File: config.mk
export PLATFORM = sky130hd
export DESIGN_NAME = fifo_rd_stream
export DESIGN_NICKNAME = d
export VERILOG_FILES = /design/src/rtl/fifo_rd_stream.sv
export SDC_FILE = /design/constraint.sdc
export NUM_CORES = 1
export LEC_CHECK = 0
export BUFFER_PORTS_ARGS = -buffer_cell sky130_fd_sc_hd__buf_4
export CORE_ASPECT_RATIO = 1.25
export CORE_MARGIN = 1
export CORE_UTILIZATION = 43
export CTS_BUF_LIST = sky130_fd_sc_hd__clkbuf_8
export CTS_CLUSTER_DIAMETER = 100
export DETAILED_ROUTE_END_ITERATION = 16
export PLACE_DENSITY = 0.66
export SLEW_MARGIN = 15
export SYNTH_ARGS = -nofsm -noshare
export SYNTH_HDL_FRONTEND = slang
export SYNTH_SLANG_ARGS = --single-unit
File: constraint.sdc
create_clock -name clk -period 2.6 [get_ports clk]
set_clock_uncertainty 0.2 [all_clocks]
set_input_delay 0.13 -clock clk [delete_from_list [all_inputs] [get_ports clk]]
set_output_delay 0.13 -clock clk [all_outputs]
set_load 0.1 [all_outputs]
File: src/rtl/fifo_rd_stream.sv
// rtl/fifo_rd_stream.sv - FIFO read-side drain stage with 2-entry skid buffer
//
// Pulls words out of the upstream FIFO and re-presents them as a valid/ready
// stream. It sustains one word per cycle while m_ready stays high.
//
// Optional feature macro: FIFO_RD_STATS_EN (adds xfer_count / stall_count).
//
// Ports:
//   clk          in   clock, all state on posedge
//   rst          in   asynchronous active-low reset (0 = reset)
//   fifo_empty   in   FIFO empty flag
//   fifo_wr      in   copy of the FIFO write strobe (write wins over read)
//   fifo_dout    in   FIFO registered read data, valid the cycle after a read
//   fifo_rd      out  read request to the FIFO (combinational, depends on m_ready)
//   m_data       out  stream data (skid head entry)
//   m_valid      out  stream valid
//   m_ready      in   downstream accept
//   xfer_count   out  accepted beats, wrapping    (FIFO_RD_STATS_EN only)
//   stall_count  out  valid-without-ready cycles, saturating (FIFO_RD_STATS_EN only)

module fifo_rd_stream #(
  parameter int WIDTH = 8,
  parameter int CNT_W = 16
) (
  input  logic             clk,
  input  logic             rst,
  input  logic             fifo_empty,
  input  logic             fifo_wr,
  input  logic [WIDTH-1:0] fifo_dout,
  output logic             fifo_rd,
  output logic [WIDTH-1:0] m_data,
  output logic             m_valid,
  input  logic             m_ready
`ifdef FIFO_RD_STATS_EN
  ,
  output logic [CNT_W-1:0] xfer_count,
  output logic [CNT_W-1:0] stall_count
`endif
);

  logic [1:0]       occ_q, occ_d;
  logic             pend_q, pend_d;
  logic [WIDTH-1:0] buf0_q, buf0_d;   // head entry
  logic [WIDTH-1:0] buf1_q, buf1_d;   // second entry
  logic             pop;
  logic             rd_acc;
  logic [2:0]       credit;

  assign m_valid = (occ_q != 2'd0);
  assign m_data  = buf0_q;

  always_comb begin
    pop    = m_valid && m_ready;
    // Words already owned by this stage (buffered + in flight), minus the one
    // leaving this cycle. Keeping this below 2 guarantees a capture never
    // lands in a full buffer.
    credit = {1'b0, occ_q} + {2'b00, pend_q} - {2'b00, pop};
    fifo_rd = rst && !fifo_empty && (credit < 3'd2);
    // The FIFO drops a read that coincides with a write; retry naturally
    // happens next cycle because the credit is unchanged.
    rd_acc = fifo_rd && !fifo_empty && !fifo_wr;
  end

  always_comb begin
    occ_d  = occ_q;
    buf0_d = buf0_q;
    buf1_d = buf1_q;
    pend_d = rd_acc;
    case ({pend_q, pop})
      2'b10: begin
        if (occ_q == 2'd0) buf0_d = fifo_dout;
        else               buf1_d = fifo_dout;
        occ_d = occ_q + 2'd1;
      end
      2'b01: begin
        buf0_d = buf1_q;
        occ_d  = occ_q - 2'd1;
      end
      2'b11: begin
        // Head leaves and a new word arrives: it goes behind whatever remains.
        if (occ_q == 2'd1) begin
          buf0_d = fifo_dout;
        end else begin
          buf0_d = buf1_q;
          buf1_d = fifo_dout;
        end
      end
      default: ;
    endcase
  end

  always_ff @(posedge clk or negedge rst) begin
    if (!rst) begin
      occ_q  <= 2'd0;
      pend_q <= 1'b0;
      buf0_q <= '0;
      buf1_q <= '0;
    end else begin
      occ_q  <= occ_d;
      pend_q <= pend_d;
      buf0_q <= buf0_d;
      buf1_q <= buf1_d;
    end
  end

`ifdef FIFO_RD_STATS_EN
  logic [CNT_W-1:0] xfer_count_q, xfer_count_d;
  logic [CNT_W-1:0] stall_count_q, stall_count_d;

  always_comb begin
    xfer_count_d  = xfer_count_q;
    stall_count_d = stall_count_q;
    if (pop) xfer_count_d = xfer_count_q + CNT_W'(1);
    if (m_valid && !m_ready && (stall_count_q != {CNT_W{1'b1}}))
      stall_count_d = stall_count_q + CNT_W'(1);
  end

  always_ff @(posedge clk or negedge rst) begin
    if (!rst) begin
      xfer_count_q  <= '0;
      stall_count_q <= '0;
    end else begin
      xfer_count_q  <= xfer_count_d;
      stall_count_q <= stall_count_d;
    end
  end

  assign xfer_count  = xfer_count_q;
  assign stall_count = stall_count_q;
`endif

endmodule

==> key figures <==
Status
  • Outcome: finished with violations
  • Failing checks: setup timing

Final layout
  • Area Overhead vs Synth: 46.98%
  • Most common cell after layout, fill and taps aside: sky130_fd_sc_hd__buf_4
  • Commonest cells after routing, fill and taps aside: 29 x sky130_fd_sc_hd__buf_4, 18 x sky130_fd_sc_hd__dfrtp_1, 17 x sky130_fd_sc_hd__o21ai_0
  • Total inserted antenna cells: 0
  • Fin nets: 151
  • Layout cells sized above 1: 0.4198
  • Post-route insts no fill: 162
  • Final Instance Area: 1460 sq um

CTS
  • Clock transition at the registers of the reported paths: roughly 70 ps
  • Maximum root-to-sink buffer count: 2
  • Sink count of the clock tree: 19
  • Clock insertion delay at the later pin of the skew report: 250 ps
  • Clock root cell: sky130_fd_sc_hd__clkbuf_8
  • TritonCTS clock tree: yes
  • Count of H-tree levels built during CTS: 1
  • Num CTS Buffers: 3

Floorplan
  • Height of the die: approximately 56 um
  • Number of I/O pins: 23
  • Initial cell density of the core: 0.4542
  • DIE AREA: roughly 2500 sq um
  • Std-Cell Core Area: 2187 sq um
  • Site Rows: 19
  • Horizontal die dimension: 44.99 um

Synthesis
  • Flip-flop cell with the highest count after synthesis: sky130_fd_sc_hd__dfrtp_1
  • Net count after synthesis: 109
  • Number of distinct standard cells referenced by the synthesized netlist: 21
  • Per-instance average area after synthesis: 11.04 sq um
  • Count of flip-flops with a built-in enable after synthesis: 0
  • Count of state elements after synthesis: 19
  • Async set or reset register ratio after synthesis: 1.000
  • Leading area contributor after synthesis: sky130_fd_sc_hd__dfrtp_1
  • Largest cells by area after synthesis: sky130_fd_sc_hd__dfrtp_1 48%, sky130_fd_sc_hd__mux2_4 12%, sky130_fd_sc_hd__o21ai_0 8.6%
  • Post-synthesis sequential area ratio: 0.4786
  • Post-synthesis instance total: 90
  • Synthesized area: 993.5 sq um
  • Synthesis Warnings: 0
  • Area share of the largest cell type after synthesis: 0.4786

Drt
  • Vias after detailed routing: 814
  • DR pass1 iterations: 4
  • Antenna Violating Nets Remaining: 0
  • DRC violation total after the first TritonRoute iteration: 9
  • Via-to-Cell Ratio: 5.025
  • Number of remaining DRC errors: 0
  • Drt wl/cell: 13.43 um
  • Routed WL: 2175 um

Timing
  • Share of the clock period used by the worst path: 1.006
  • Tightest Pin Transition: 502.0 ps
  • Count of final hold-check violations: 0
  • Unrepaired setup endpoints after global routing: yes
  • Worst setup margin: -16.42 ps
  • Number of max-slew violations in the final report: 0
  • Maximum operating frequency: 0.3822 GHz
  • Hold slack final: 93.08 ps
  • Min cycle time layout: 2616 ps
  • # setup viols final: 1
  • Max-slew headroom: 0.6647

Setup path
  • Setup crit start kind: flip-flop
  • Worst-path fanout max: 2
  • Critical path's largest stage delay: roughly 530 ps
  • Category of the worst setup path capture point: output port
  • CP bufs+invs: 2
  • Cell with the largest stage delay on the worst path: sky130_fd_sc_hd__fa_2
  • Most repeated library cell on the critical path: sky130_fd_sc_hd__ha_4
  • Data required time at the worst endpoint: between 2000 and 2500 ps
  • Arrival time of the worst setup path: 2290 ps
  • Series of cell instances along the critical path: inv_2, ha_4, nor2b_4, ha_4, nand2b_4, fa_2, nand2_2, nor3_4, buf_12
  • Category of the most critical setup path: flip-flop to output port
  • Worst reg-to-reg setup slack: approximately 250 ps
  • Delay-heaviest family, CP: adder cells

Placement
  • Number of placed instances, taps included: 141
  • Post-detailed-placement cell area: 1239 sq um
  • Post-detailed-placement half-perimeter wirelength: 1397 um
  • Gp weighted congestion: between 0.7 and 0.8
  • Port Buffer Count: 22

GRT
  • Antenna violations before repair: 0
  • Aggregate global routing overflow: 0
  • Vias in the first global route: 838
  • Pin count of the biggest net entering global routing: 21
  • Total GRT Usage: 0.2082
  • Wire length of the first global-routing pass: between 3000 and 4000 um

Min path
  • Worst hold path class: primary input to asynchronous set/reset pin

Run
  • Reported max-cap violation count: 0
## final timing paths
path	cells after the start	startpoint	end
worst max-delay path	9	occ_q[1]$_DFFE_PN0N_	fifo_rd
worst min-delay path	2	rst	m_data[7]$_DFFE_PN0P_
worst max register to register	8	occ_q[1]$_DFFE_PN0N_	buf1_q[6]$_DFFE_PN0P_
worst min register to register	1	buf1_q[5]$_DFFE_PN0P_	buf1_q[5]$_DFFE_PN0P_
max in group asynchronous	2	rst	occ_q[1]$_DFFE_PN0N_
min in group clk	3	m_ready	m_data[4]$_DFFE_PN0P_
## repair_timing
action / 4_1_cts / 5_1_grt
buffers inserted: 3 / 3
setup endpoints to repair: 1 / 1
hold buffers: 11 / 0
gates resized for setup: 4 / 1
pin swaps: 2 / 2
endpoints found under the hold margin: 36 / 0
## kinds of logic (layout without fill, tap and decap cells)
logic type               after synthesis  after routing  synth area share
AND/OR/NAND/NOR                       18             18           0.08439
multiplexers                           9              9            0.1322
adder cells (fa/ha/maj)                6              6           0.08312
XOR/XNOR                               3              3           0.02645
AO/OA/AOI/OAI                         26             26            0.1448
buffers and inverters                  9             50           0.05037
flip-flops                            19             19            0.4786
## through the flow
step	utilization	setup WS, ps	TNS (ps)
3_5_place_dp	0.5664	118.4	0
4_1_cts	0.6573	-86.25	-86.25
3_3_place_gp	0.5664	187.7	0
5_1_grt	0.6676	-95.78	-95.78
6_report	0.6676	-16.42	-16.42
2_1_floorplan	-	-205.6	-205.6
## synthesized netlist by cell type (2+ instances only)
| cell type | n |
|---|---|
| sky130_fd_sc_hd__dfrtp_1 | 19 |
| sky130_fd_sc_hd__o21ai_0 | 17 |
| sky130_fd_sc_hd__nor2_1 | 10 |
| sky130_fd_sc_hd__a31oi_1 | 8 |
| sky130_fd_sc_hd__mux2_4 | 8 |
| sky130_fd_sc_hd__ha_1 | 5 |
| sky130_fd_sc_hd__inv_1 | 5 |
| sky130_fd_sc_hd__buf_6 | 2 |
| sky130_fd_sc_hd__nand2_1 | 2 |
| sky130_fd_sc_hd__nor2b_1 | 2 |
| sky130_fd_sc_hd__xnor2_1 | 2 |
## layer usage
layer / wire length [um] / GRT usage / vias up
li1: - / - / 396
met1: 921 / 0.2800 / 390
met2: 1140 / 0.3437 / 24
met3: 85 / 0.02922 / 4
met4: 28 / 0.05195 / 0
met5: 0 / 0 / -
## final cells by class
cell class / instances / area (sq um)
fill: 189 / 726.9
multi-input combinational: 62 / 531.8
sequential: 19 / 476.7
timing repair buffer: 41 / 347.8
clock buffer: 3 / 41.29
tap: 31 / 38.79
inverter: 5 / 18.77
clock inverter: 1 / 5.005
## worst reg2reg max path: stages (launching register included)
cell	delay, ps
sky130_fd_sc_hd__dfrtp_2	410
sky130_fd_sc_hd__inv_2	80
sky130_fd_sc_hd__ha_4	140
sky130_fd_sc_hd__nor2b_4	50
sky130_fd_sc_hd__buf_4	130
sky130_fd_sc_hd__ha_1	210
sky130_fd_sc_hd__and2_4	180
sky130_fd_sc_hd__a211o_1	470
sky130_fd_sc_hd__mux2_4	370
## state kept, by name (all words and copies together), names as in the netlist
| register | count |
|---|---|
| occ_q | 2 |
| pend_q | 1 |
| m_data | 8 |
| buf1_q | 8 |
Power is not shown: default switching activity piles up to over one toggle a cycle in this logic, so the estimate is an artifact.
